File: config.mk
export PLATFORM = sky130hd
export DESIGN_NAME = rec_ec_fetch
export DESIGN_NICKNAME = d
export VERILOG_FILES = /design/src/rtl/rec_ec_fetch.sv
export SDC_FILE = /design/constraint.sdc
export NUM_CORES = 1
export LEC_CHECK = 0
export ABC_AREA = 1
export CAP_MARGIN = 20
export CELL_PAD_IN_SITES_DETAIL_PLACEMENT = 1
export CELL_PAD_IN_SITES_GLOBAL_PLACEMENT = 1
export CORE_ASPECT_RATIO = 0.9
export CORE_UTILIZATION = 48
export DETAILED_ROUTE_END_ITERATION = 8
export MAX_ROUTING_LAYER = met4
export PLACE_DENSITY_LB_ADDON = 0.1
export SYNTH_ARGS = -nofsm -noshare
export SYNTH_HDL_FRONTEND = slang
export SYNTH_SLANG_ARGS = --single-unit
File: constraint.sdc
create_clock -name clk -period 11.5 [get_ports clk]
set_input_delay 2.3 -clock clk [delete_from_list [all_inputs] [get_ports clk]]
set_output_delay 2.3 -clock clk [all_outputs]
set_load 0.1 [all_outputs]
File: src/rtl/rec_ec_fetch.sv
// rec_ec_fetch: walks every rec-memory word address once per LCU, resolves the
// physical bank through the rec translation buffer, issues the bank read and
// streams the returned words to the entropy coder over valid/ready.
module rec_ec_fetch #(
   parameter int unsigned DATA_WIDTH = 128,
   parameter int unsigned LAST_ADDR  = 383,
   parameter int unsigned FIFO_DEPTH = 4
) (
   input  logic                  clk,
   input  logic                  rst,
   input  logic                  start_i,
   output logic                  busy_o,
   output logic                  done_o,
   output logic [8:0]            tlb_addr_o,
   input  logic [1:0]            tlb_bank_i,
   input  logic                  tlb_cbank_i,
   output logic                  mem_ren_o,
   output logic [1:0]            mem_bank_o,
   output logic                  mem_cbank_o,
   output logic [8:0]            mem_addr_o,
   input  logic [DATA_WIDTH-1:0] mem_data_i,
   output logic                  ec_valid_o,
   input  logic                  ec_ready_i,
   output logic [DATA_WIDTH-1:0] ec_data_o,
   output logic [8:0]            ec_addr_o
);

   localparam int unsigned AW = (FIFO_DEPTH > 1) ? $clog2(FIFO_DEPTH) : 1;
   localparam int unsigned CW = $clog2(FIFO_DEPTH) + 1;
   localparam logic [CW:0]   DEPTH_OCC = (CW+1)'(FIFO_DEPTH);
   localparam logic [CW-1:0] DEPTH_CNT = CW'(FIFO_DEPTH);
   localparam logic [8:0]    LAST_C    = 9'(LAST_ADDR);

   typedef enum logic [1:0] {
      S_IDLE  = 2'd0,
      S_RUN   = 2'd1,
      S_DRAIN = 2'd2
   } state_t;

   state_t r_state;
   state_t w_next;

   logic [8:0]            r_ptr;
   logic                  r_cbank;
   logic                  r_inflight;
   logic [8:0]            r_inf_addr;
   logic                  r_done;

   logic [DATA_WIDTH-1:0] r_fifo_data [FIFO_DEPTH];
   logic [8:0]            r_fifo_addr [FIFO_DEPTH];
   logic [AW-1:0]         r_wr;
   logic [AW-1:0]         r_rd;
   logic [CW-1:0]         r_count;

   logic                  w_ren;
   logic                  w_done_set;
   logic                  w_start;
   logic                  w_push;
   logic                  w_pop;
   logic                  w_valid;
   logic [CW:0]           w_occ;

   // Issue credit counts words buffered plus the one read in flight; a pop in
   // the same cycle does not free a slot until the next cycle.
   assign w_occ   = {1'b0, r_count} + {{CW{1'b0}}, r_inflight};
   assign w_valid = (r_count != '0);
   assign w_pop   = w_valid & ec_ready_i;
   assign w_push  = r_inflight;
   assign w_start = (r_state == S_IDLE) & start_i;

   // State register.
   always_ff @(posedge clk) begin
      if (rst) r_state <= S_IDLE;
      else     r_state <= w_next;
   end

   // Next-state, read issue and completion decode.
   always_comb begin
      w_next     = r_state;
      w_ren      = 1'b0;
      w_done_set = 1'b0;
      unique case (r_state)
         S_IDLE: begin
            if (start_i) w_next = S_RUN;
         end
         S_RUN: begin
            if (w_occ < DEPTH_OCC) begin
               w_ren = 1'b1;
               if (r_ptr == LAST_C) w_next = S_DRAIN;
            end
         end
         S_DRAIN: begin
            // Finish on the cycle the last buffered word leaves, so done_o
            // lands one cycle after that pop.
            if (!r_inflight &&
                ((r_count == '0) || ((r_count == CW'(1)) && w_pop))) begin
               w_next     = S_IDLE;
               w_done_set = 1'b1;
            end
         end
         default: w_next = S_IDLE;
      endcase
   end

   // Pass control: read pointer, latched buffer half, in-flight tracking, FIFO pointers.
   always_ff @(posedge clk) begin
      if (rst) begin
         r_ptr      <= '0;
         r_cbank    <= 1'b0;
         r_inflight <= 1'b0;
         r_inf_addr <= '0;
         r_done     <= 1'b0;
         r_wr       <= '0;
         r_rd       <= '0;
         r_count    <= '0;
      end else begin
         r_done     <= w_done_set;
         r_inflight <= w_ren;
         r_inf_addr <= r_ptr;
         if (w_start) begin
            r_ptr   <= '0;
            r_cbank <= tlb_cbank_i;
         end else if (w_ren) begin
            r_ptr <= r_ptr + 9'd1;
         end else if (w_done_set) begin
            r_ptr <= '0;
         end
         if (w_push) r_wr <= r_wr + AW'(1);
         if (w_pop)  r_rd <= r_rd + AW'(1);
         unique case ({w_push, w_pop})
            2'b10:   r_count <= r_count + CW'(1);
            2'b01:   r_count <= r_count - CW'(1);
            default: r_count <= r_count;
         endcase
      end
   end

   // FIFO storage; contents are masked at the output while empty, so no reset.
   always_ff @(posedge clk) begin
      if (w_push) begin
         r_fifo_data[r_wr] <= mem_data_i;
         r_fifo_addr[r_wr] <= r_inf_addr;
      end
   end

   assign busy_o      = (r_state != S_IDLE);
   assign done_o      = r_done;
   assign tlb_addr_o  = r_ptr;
   assign mem_ren_o   = w_ren;
   assign mem_bank_o  = w_ren ? tlb_bank_i : '0;
   assign mem_cbank_o = r_cbank;
   assign mem_addr_o  = w_ren ? r_ptr : '0;
   assign ec_valid_o  = w_valid;
   assign ec_data_o   = w_valid ? r_fifo_data[r_rd] : '0;
   assign ec_addr_o   = w_valid ? r_fifo_addr[r_rd] : '0;

   // Issue credit guarantees a free slot for every returning word.
   a_no_overflow: assert property (@(posedge clk) disable iff (rst)
      !(w_push && !w_pop && (r_count == DEPTH_CNT)));

endmodule

==> results.md <==
- The flow ran to the end, and the final reports show no timing, DRC or antenna violations.
- The count of cells in the finished layout, fillers not included, comes to 2768.
- For this run, the total global-route usage over all layers was measured as 0.250.
- The floorplan step set the die width to 232 µm.
- The final net count is 2238.
- The worst hold path belongs to the class reg -> reg.
- Buffers inserted to repair hold after CTS numbered 0.
- After floorplanning, the core was divided into 75 placement rows.
- The post-CTS repair timing setup buffer count is 0.
- The largest fanout on the critical path is 89.
- The leading cell type in the layout, fill and taps excluded is nor2_1.
- At the end of the flow the core is filled with cells to 0.595.
- The final antenna-violating net count is 0.
- The cell count after synthesis is 1832.
- Synthesis produced a netlist with a net count of 1977.
- TritonCTS built the clock tree.
- The latest clock arrival within the worst-skew pair is 0.62 ns.
- The top cell types in the final layout, fill and taps aside, are 590 x nor2_1, 548 x edfxtp_1, 296 x clkdlybuf4s50_1.
- The CTS H-tree depth is 2.
- Setup repair after global routing left no endpoint under its margin.
- The count of final hold-check violations came to 0.
- The share of synthesized area in the top cell type comes to 0.722.
- The fraction of final layout cells sized beyond drive strength 1 is 0.0491.
- The average routed wire per standard cell is 21.2 µm.
- The number of antenna violations at the first check in global routing came to 13.
- The number of buffers inserted during clock tree synthesis is 58.
- The number of top-level design ports is 297.
- The initial standard-cell utilization of the core is 0.488.
- The share of total power dissipated in combinational logic is 0.452.
- The cell sitting at the root of the clock tree is a clkbuf_16.
- The worst register-to-register path ends at r_fifo_data[0][78]$_DFFE_PP_.
- The post-route clock period utilization is 0.628.
- Setup violations remaining at the end of the flow were counted as 0.
- The number of clock sinks is 580.
- Routability-driven placement finished with a final weighted congestion of 0.780.
- The count of final max-slew check failures was 0.
- The worst hold path was traced through 2 stages.
- Sorting the synthesized cells by area gives the leading types as edfxtp_1 72%, nor2_1 9.7%, o21ai_0 5.7%.
- Of all cell types, the one taking the most synthesized area is edfxtp_1.
- The worst clock skew on the final layout is 0.0147 ns.
- The part of the Yosys area used for sequential elements is 0.750.
- The detailed router's first-iteration violation count is 970.
- The iteration count of the initial detailed-routing pass is 5.
- After routing the design area is 27800 µm².
- The count of instances resized after the clock tree is built is 0.
- The final global-route overflow total is 0.
- The average cell area after synthesis is 12.4 µm².
- The destination of the worst hold path is r_state[1]$_SDFFE_PP0P_.
- At the pin with the least slew margin, the transition time is 1.14 ns.
- The count of filler cells inserted in the layout is 4728.
- Dividing total power by cell area gives a power density of 276 nW/µm².
- The first global-routing pass estimated 89300 µm of wire.
- After detailed routing, the number of remaining DRC violations is 0.
- Clock-pin slew was measured on the worst setup and hold paths at 0.06 ns.
- The number of violations of the max-capacitance limit is 0.
- The worst setup path is captured at a primary output.
- The pin count of the biggest net entering global routing is 172.
- VDD sags by at most 0.000242 V.
- The layout-stage area growth over the synthesis result is 21.9%.
- The worst register-to-register path begins at r_wr[0]$_SDFFE_PP0P_.
- The final period demand of the worst path is 7.22 ns.
- For this design the static power due to leakage is 0.00930 µW.
- The routed wire length is 58800 µm.
- The fmax is 0.138 GHz.
- The depth of the worst register-to-register path is 6.
- The power share of the clock group is 0.234.
- The cell area after placement is 26000 µm².
- The number of port buffers is 296.
- The cell internal power dissipation is 4070 µW.
- The register bit count reported by yosys is 580.
- For this run, the number of Yosys warnings is 0.
- The classification of the worst setup path is reg -> out.
- The half-perimeter wire length after placement is 32900 µm.
- Counting tap cells, the placed design contains a total of 2648 instances.
- The region available for standard cell placement spans 46700 µm².
- In this run the cell area of the synthesized design comes to 22800 µm².
- Of the total power, the share spent switching nets is 0.469.
- The switching power summed over all nets is 3590 µW.
- The worst hold path startpoint is r_state[1]$_SDFFE_PP0P_.
- The register share of total power is 0.314.
- The number of global-route vias before repair came to 15.8k.
- Measured along the y axis, the die boundary spans 209 µm.
- In this run the register-to-register setup slack is 8.49 ns.
- Data on the critical path arrives at its endpoint at 4.92 ns.
- The clock passes through at most 3 buffers.
- STA classifies the critical path startpoint as a register.
- Across all layers, the routed design uses 14.9k vias.
- Dividing the detail-routed via count by the number of cells gives 5.38.
- The distinct cell type count after synthesis is 23.
- The floorplan step defined a die boundary enclosing 48400 µm².
- Headroom to the max-slew limit came out at 0.240.
- The setup TNS after final layout is 0 ns.
- Data on the critical path is required at its endpoint by 9.20 ns.
-- sequential cells by signal, indices dropped and copies added, names as in the netlist, named ones only --
register / cells
done_o: 1
r_inf_addr: 9
r_state: 2
r_count: 3
tlb_addr_o: 9
r_wr: 2
r_rd: 2
r_fifo_addr: 36
r_inflight: 1
r_fifo_data: 512
mem_cbank_o: 1
-- cells in the mapped netlist (all sizes together) --
master,number
nor2,592
edfxtp,548
o21ai,283
a21oi,155
buf,62
clkbuf,48
inv,40
dfxtp,32
nand2,32
nand3,24
ha,10
xor2,3
nor3,2
or2,1
-- critical path, cell delays in order, from the launching register on --
cell	delay, ns
dfxtp_4	0.76
buf_4	0.66
buf_4	0.86
nor2_1	0.11
nor2_1	0.11
o21ai_0	0.09
a21oi_1	0.37
clkdlybuf4s50_1	1.23
-- power by group through the flow --
stage | logic, µW | clock network (µW) | registers (µW)
2_1_floorplan | 2680 | 0 | 2430
3_3_place_gp | 3430 | 0 | 2450
3_5_place_dp | 3460 | 0 | 2450
4_1_cts | 3480 | 1830 | 2410
5_1_grt | 3610 | 1910 | 2410
6_report | 3470 | 1790 | 2410
-- routing by layer --
| layer | wire (µm) | part of all wire | global-route usage |
|---|---|---|---|
| met1 | 25400 | 0.43 | 0.314 |
| met2 | 29400 | 0.50 | 0.409 |
| met3 | 2630 | 0.045 | 0.0514 |
| met4 | 1380 | 0.024 | 0.0769 |
| met5 | 0 | 0 | - |
-- worst max-delay path by stage --
stage	end	start	slack (ns)
after floorplan	mem_bank_o[0]	tlb_bank_i[0]	5.62
after global placement	ec_data_o[14]	register	4.97
after detailed placement	ec_data_o[28]	register	4.86
after CTS	ec_data_o[21]	register	4.20
after global routing	ec_data_o[21]	register	3.99
final	ec_data_o[14]	register	4.28
-- kinds of logic (layout without fill, tap and decap cells) --
kind of cell,count (synthesis),count (layout),share of synthesized area
compound gates,438,438,0.0961
xor+xnor,3,3,0.00115
fa+ha+maj,10,10,0.00549
buf+inv,150,457,0.0384
flops,580,580,0.750
other cells,0,13,0
simple gates,651,651,0.109
-- final cells by class --
type | instances | area [µm²] | share of cell area
Sequential cell | 580 | 17100 | 0.615
Timing Repair Buffer | 311 | 3100 | 0.111
Multi-Input combinational cell | 1102 | 4840 | 0.174
Tap cell | 616 | 771 | 0.0277
Inverter | 40 | 178 | 0.00639
Clock inverter | 34 | 265 | 0.00954
Clock buffer | 72 | 1520 | 0.0548
Antenna cell | 13 | 32.5 | 0.00117
-- through the flow --
stage	hold WS (ns)	setup slack, ns	power, µW
after global routing	0.511	3.99	7930
after global placement	0.447	4.97	5870
after detailed placement	0.475	4.86	5910
final	0.488	4.28	7660
after floorplan	0.438	5.62	5110
after CTS	0.490	4.20	7720
Note: power is estimated with default switching activity, not from simulation.
